--- src/rtl/tlu_readout_pkg.sv ---
`default_nettype none
// ------------------------------------------------------------------
// tlu_readout_pkg: shared FSM encoding and sizing helpers for the
// readout arbiter.  Rev 1.0
// ------------------------------------------------------------------
package tlu_readout_pkg;

  localparam logic [0:0] ST_IDLE = 1'b0;
  localparam logic [0:0] ST_XFER = 1'b1;

  localparam int         BURST_CNT_W = 8;
  localparam logic [7:0] BURST_SAT   = 8'hFF;

  // A single source still needs a one-bit index.
  function automatic int src_w(input int n);
    return (n > 1) ? $clog2(n) : 1;
  endfunction

endpackage
`default_nettype wire

--- src/rtl/rr_priority_select.sv ---
`default_nettype none
// ------------------------------------------------------------------
// rr_priority_select: first set request bit at or after ptr_i, wrapping.
// Rev 1.0
// ------------------------------------------------------------------
module rr_priority_select #(
  parameter int N = 4,
  parameter int W = 2
) (
  input  logic [N-1:0] req_i,
  input  logic [W-1:0] ptr_i,
  output logic [N-1:0] onehot_o,
  output logic [W-1:0] idx_o
);

  int j;

  // Walk from the farthest candidate back to ptr_i so the nearest one wins.
  always_comb begin
    onehot_o = '0;
    idx_o    = '0;
    j        = 0;
    for (int k = N - 1; k >= 0; k--) begin
      j = (int'(ptr_i) + k) % N;
      if (req_i[j[W-1:0]]) begin
        onehot_o           = '0;
        onehot_o[j[W-1:0]] = 1'b1;
        idx_o              = j[W-1:0];
      end
    end
  end

endmodule
`default_nettype wire

--- src/rtl/tlu_readout_arbiter.sv ---
`default_nettype none
// ------------------------------------------------------------------
// tlu_readout_arbiter: round-robin, burst-limited sharing of one readout
// stream between N FWFT FIFOs, with drain-until-empty preemption.  Rev 1.0
// ------------------------------------------------------------------
module tlu_readout_arbiter
  import tlu_readout_pkg::*;
#(
  parameter int  N_SRC      = 4,
  parameter int  DATA_WIDTH = 32,
  parameter int  MAX_BURST  = 16,
  localparam int SRC_W      = src_w(N_SRC)
) (
  input  logic                        BUS_CLK,
  input  logic                        BUS_RST_N,
  input  logic [N_SRC-1:0]            SRC_ENABLE,
  input  logic [N_SRC-1:0]            SRC_FIFO_EMPTY,
  input  logic [N_SRC*DATA_WIDTH-1:0] SRC_FIFO_DATA,
  input  logic [N_SRC-1:0]            SRC_FIFO_PREEMPT_REQ,
  output logic [N_SRC-1:0]            SRC_FIFO_READ,
  output logic [DATA_WIDTH-1:0]       OUT_DATA,
  output logic                        OUT_VALID,
  input  logic                        OUT_READY,
  output logic [N_SRC-1:0]            GRANT,
  output logic [SRC_W-1:0]            GRANT_ID,
  output logic                        BUSY
);

  logic [0:0]             state_q,     state_d;
  logic [N_SRC-1:0]       grant_q,     grant_d;
  logic [SRC_W-1:0]       grant_id_q,  grant_id_d;
  logic [SRC_W-1:0]       rr_ptr_q,    rr_ptr_d;
  logic [BURST_CNT_W-1:0] burst_cnt_q, burst_cnt_d;

  logic [N_SRC-1:0]      req, preq;
  logic [N_SRC-1:0]      req_onehot, preq_onehot;
  logic [SRC_W-1:0]      req_idx, preq_idx;
  logic [DATA_WIDTH-1:0] src_data [N_SRC];

  logic             in_xfer, g_empty, g_preempt, transfer;
  logic             burst_last, other_preq, release_grant;
  logic [SRC_W-1:0] rr_next;

  for (genvar i = 0; i < N_SRC; i++) begin : g_unpack
    assign src_data[i] = SRC_FIFO_DATA[i*DATA_WIDTH +: DATA_WIDTH];
  end

  assign req  = SRC_ENABLE & ~SRC_FIFO_EMPTY;
  assign preq = req & SRC_FIFO_PREEMPT_REQ;

  rr_priority_select #(.N(N_SRC), .W(SRC_W)) u_sel_preq (
    .req_i    (preq),
    .ptr_i    (rr_ptr_q),
    .onehot_o (preq_onehot),
    .idx_o    (preq_idx)
  );

  rr_priority_select #(.N(N_SRC), .W(SRC_W)) u_sel_req (
    .req_i    (req),
    .ptr_i    (rr_ptr_q),
    .onehot_o (req_onehot),
    .idx_o    (req_idx)
  );

  assign in_xfer   = (state_q == ST_XFER);
  assign g_empty   = SRC_FIFO_EMPTY[grant_id_q];
  assign g_preempt = SRC_FIFO_PREEMPT_REQ[grant_id_q];

  assign OUT_VALID     = in_xfer & ~g_empty;
  assign transfer      = OUT_VALID & OUT_READY;
  assign SRC_FIFO_READ = transfer ? grant_q : '0;
  assign OUT_DATA      = (|grant_q) ? src_data[grant_id_q] : '0;
  assign GRANT         = grant_q;
  assign GRANT_ID      = grant_id_q;
  assign BUSY          = in_xfer;

  // A preempting owner ignores both the burst limit and competing preemptors.
  assign burst_last    = (({1'b0, burst_cnt_q} + 1'b1) == (BURST_CNT_W + 1)'(MAX_BURST));
  assign other_preq    = |(preq & ~grant_q);
  assign release_grant = g_empty | (transfer & ~g_preempt & (burst_last | other_preq));
  assign rr_next       = (grant_id_q == SRC_W'(N_SRC - 1)) ? '0 : grant_id_q + 1'b1;

  always_comb begin
    state_d     = state_q;
    grant_d     = grant_q;
    grant_id_d  = grant_id_q;
    rr_ptr_d    = rr_ptr_q;
    burst_cnt_d = burst_cnt_q;
    case (state_q)
      ST_IDLE: begin
        if (|req) begin
          state_d     = ST_XFER;
          burst_cnt_d = '0;
          if (|preq) begin
            grant_d    = preq_onehot;
            grant_id_d = preq_idx;
          end else begin
            grant_d    = req_onehot;
            grant_id_d = req_idx;
          end
        end
      end
      ST_XFER: begin
        if (transfer && (burst_cnt_q != BURST_SAT)) begin
          burst_cnt_d = burst_cnt_q + 1'b1;
        end
        if (release_grant) begin
          state_d    = ST_IDLE;
          grant_d    = '0;
          grant_id_d = '0;
          rr_ptr_d   = rr_next;
        end
      end
      default: state_d = ST_IDLE;
    endcase
  end

  always_ff @(posedge BUS_CLK or negedge BUS_RST_N) begin
    if (!BUS_RST_N) begin
      state_q     <= ST_IDLE;
      grant_q     <= '0;
      grant_id_q  <= '0;
      rr_ptr_q    <= '0;
      burst_cnt_q <= '0;
    end else begin
      state_q     <= state_d;
      grant_q     <= grant_d;
      grant_id_q  <= grant_id_d;
      rr_ptr_q    <= rr_ptr_d;
      burst_cnt_q <= burst_cnt_d;
    end
  end

endmodule
`default_nettype wire

--- config.mk ---
export PLATFORM = sky130hd
export DESIGN_NAME = tlu_readout_arbiter
export DESIGN_NICKNAME = d
export VERILOG_FILES = /design/src/rtl/tlu_readout_pkg.sv /design/src/rtl/rr_priority_select.sv /design/src/rtl/tlu_readout_arbiter.sv
export SDC_FILE = /design/constraint.sdc
export NUM_CORES = 1
export LEC_CHECK = 0
export ABC_CLOCK_PERIOD_IN_PS = 3400
export BUFFER_PORTS_ARGS = -buffer_cell sky130_fd_sc_hd__buf_4
export CAP_MARGIN = 10
export CORE_ASPECT_RATIO = 1.5
export CORE_MARGIN = 3
export CORE_UTILIZATION = 43
export DETAILED_ROUTE_END_ITERATION = 8
export PLACE_DENSITY = 0.79
export SETUP_SLACK_MARGIN = 0.05
export SKIP_CTS_REPAIR_TIMING = 1
export SLEW_MARGIN = 30
export SYNTH_ARGS = -nofsm -noshare
export SYNTH_HDL_FRONTEND = slang
export SYNTH_SLANG_ARGS = --single-unit
--- constraint.sdc ---
create_clock -name BUS_CLK -period 3.4 [get_ports BUS_CLK]
set_input_delay 0.68 -clock BUS_CLK [delete_from_list [all_inputs] [get_ports BUS_CLK]]
set_output_delay 0.68 -clock BUS_CLK [all_outputs]
set_load 0.02 [all_outputs]
==> flow_summary.ini <==
[status]
outcome = complete, no violations

[routing]
initialDrtViolationCount = 228
post_drt_wl_per_cell_um = 21.06
routed_wl_mm = 11.67
drt.antenna.violating_nets = 0
drcViolationCount = 0
drt_pre_antenna_iters = 5
detailroute.via_count = 3405
routed_via_density = 6.146

[die]
die_area_sq_mm = 0.007605
row_count = 35
die_height_um = 105.3
die-width_um = 72.21
placeableCoreArea_sq_mm = 0.006262
initial_utilization_pct = 45.15
floorplan.io_pins = 187

[timing]
skew_ns = 0.001976
fin_crit_sh_pct = 87.42
max_freq_mhz = 336.4
hold_violations = 0
period_minus_slack_ns = 2.972
setup_viols_final = 0
grt_setup_unrepaired = false
worstMarginPinSlew_ns = 0.5727
setup_tns_ns = 0
maxSlewViolCount = 0
max_slew_margin_pct = 61.56

[synth]
synth.yosys.seq_area_share_pct = 15.04
synthArstFlopShare_pct = 100.0
yosys.cell_types.count = 56
combined_area_of_all_synthesized_cells_sq_mm = 0.002828
synth_fp_nets = 447
syn-instance-count = 298
synth-warning-count = 0
synth_top_cell_area_share_pct = 27.88
synth_top_area_cell = mux4_2
synth-edff-count = 0
synth_seq_cells = 17
synth_area_per_cell_sq_um = 9.489
synth_top_cells_by_area = mux4_2 (28%), dfrtp_1 (15%), nor2b_1 (8.6%)
synth_flop_type = dfrtp_1

[power_and_ir_drop]
internal_power_w = 0.001542
switchingPower_w = 0.001547
p_clk_share_pct = 5.0
cellLeakagePower_nw = 1.962
power.share.sequential_pct = 11.1
vdd_ir_drop_max_uv = 415.5
combPwrFrac_pct = 83.9
power_w = 0.003089
power_density_mw_per_mm2 = 710.5
p_sw_share_pct = 50.07

[finish]
mostFrequentLayoutCell = buf_4
area_growth_pct = 53.76
final_cell_mix = buf_4 (196), nor2b_1 (39), mux4_2 (35)
fraction_of_final_layout_cells_sized_beyond_drive_strength_1_pct = 50.94
filler_instances = 526
nets = 629

[setup_path]
timing.rr.start = rr_ptr_q[1]
path_max_fanout = 14
timing.critical_path.arrival_ns = 3.10
cp-end-kind = register
reg2reg_to = GRANT[0]
start_kind = register
reg2reg_setup_slack_ns = 0.43
category_of_the_most_critical_setup_path = register to register
cp.required_ns = 3.53
worst_r2r_path_depth = 8

[clock_network]
cts_tree = built
worst_skew_pair.late_latency_ns = 0.25
ctsHtreeMaxLevel = 1
clkSinkCount = 17
clk_tree_root_cell = clkbuf_8
cts_made_buffers = 3
cts.reportedPaths.clkPinSlew_ns = 0.07
cts_max_path_buffers = 2

[flow_run]
number_of_max_cap_violations = 0

[global_routing]
leftover_overflow_at_the_end_of_global_routing = 0
grt_use_total_pct = 28.89
grt_pass1_vias = 3358
grt_pass1_wl_mm = 17.24
grt_antenna_before_repair = 1
grt_start_max_net_pins = 36

[placed_design]
dp.final_hpwl_mm = 9.663
port_buffer_cells = 186
gp_congestion = 1.019

[worst_hold_path]
worstHoldPathType = input port to async pin
state kept, by name, indices dropped and copies added, names as in the netlist:
register,cells
GRANT_ID,2
burst_cnt_q,8
BUSY,1
rr_ptr_q,2
GRANT,4
power groups by stage:
stage                     logic [W]  registers (W)  clock network [W]
after CTS                   0.00259       0.000338           0.000156
final                       0.00259       0.000342           0.000155
after global routing        0.00277       0.000350           0.000167
after global placement      0.00255       0.000340                  0
after floorplan             0.00169       0.000348                  0
after detailed placement    0.00258       0.000342                  0
critical path, cell delays in order, from the launching register on:
cell,delay (ns)
dfrtp_1,0.63
inv_1,0.11
ha_1,0.47
and4b_1,0.29
or4_1,0.55
o211a_1,0.18
a221oi_1,0.36
o21a_1,0.18
o32ai_1,0.08
per-stage QoR:
| step | cell area [sq um] | hold slack, ns | setup slack, ns | std cells | utilization (%) |
|---|---|---|---|---|---|
| after floorplan | 2828 | 0.3844 | 0.7798 | 298 | - |
| after global placement | 4300 | 0.5401 | 0.4903 | 549 | 68.67 |
| after detailed placement | 4300 | 0.5417 | 0.4933 | 549 | 68.67 |
| after CTS | 4345 | 0.2900 | 0.4677 | 553 | 69.39 |
| after global routing | 4348 | 0.2942 | 0.2953 | 554 | 69.43 |
| final | 4348 | 0.2851 | 0.4277 | 554 | 69.43 |
cell type report:
type                       count  area [sq um]  area share (%)
tap                           74         92.59           2.129
inverter                      12         45.04           1.036
timing repair buffer         196          1471           33.84
clock buffer                   4         45.04           1.036
antenna                        1         2.502         0.05755
sequential                    17         426.7           9.813
multi-input combinational    250          2265           52.09
worst max path at each step:
stage / start / slack, ns / cells past startpoint / endpoint
floorplan: GRANT_ID[0] / 0.78 / 4 / OUT_DATA[10]
global placement: rr_ptr_q[1] / 0.49 / 8 / GRANT[0]
detailed placement: rr_ptr_q[1] / 0.49 / 8 / GRANT[0]
CTS: rr_ptr_q[1] / 0.47 / 8 / GRANT[0]
global route: rr_ptr_q[1] / 0.30 / 8 / GRANT[1]
finish: rr_ptr_q[1] / 0.43 / 8 / GRANT[0]
per-layer routing:
metal  part of all wire, %  track usage (%)
met5                     0                0
met1                    33            31.86
met2                    54            52.54
met3                   9.1            4.676
met4                   3.9            12.90
cells in the mapped netlist, types with 4 or more instances:
library cell	n
o21ai_0	6
clkbuf_1	8
mux4_2	35
o22ai_1	8
ha_1	6
or3_1	5
o21a_1	5
inv_1	11
mux2_2	4
nor4bb_1	4
dfrtp_1	17
a21oi_1	6
nand2b_1	8
buf_2	4
nand3_1	12
and3_1	4
a221oi_1	5
a311oi_1	5
a2111oi_0	4
nor2_1	17
nand3b_1	4
nand2_1	9
o32ai_1	6
buf_1	4
o21ai_1	7
a21o_1	4
o211ai_1	5
nor2b_1	39
cells by family after synthesis:
group	count (synthesis)	synth area share [%]
simple gates	123	26.20
compound gates	78	20.22
mux	41	30.18
buf+inv	31	5.088
flops	17	15.04
fa+ha+maj	6	2.655
xor+xnor	2	0.6196
(Power assumes the default switching activity.)
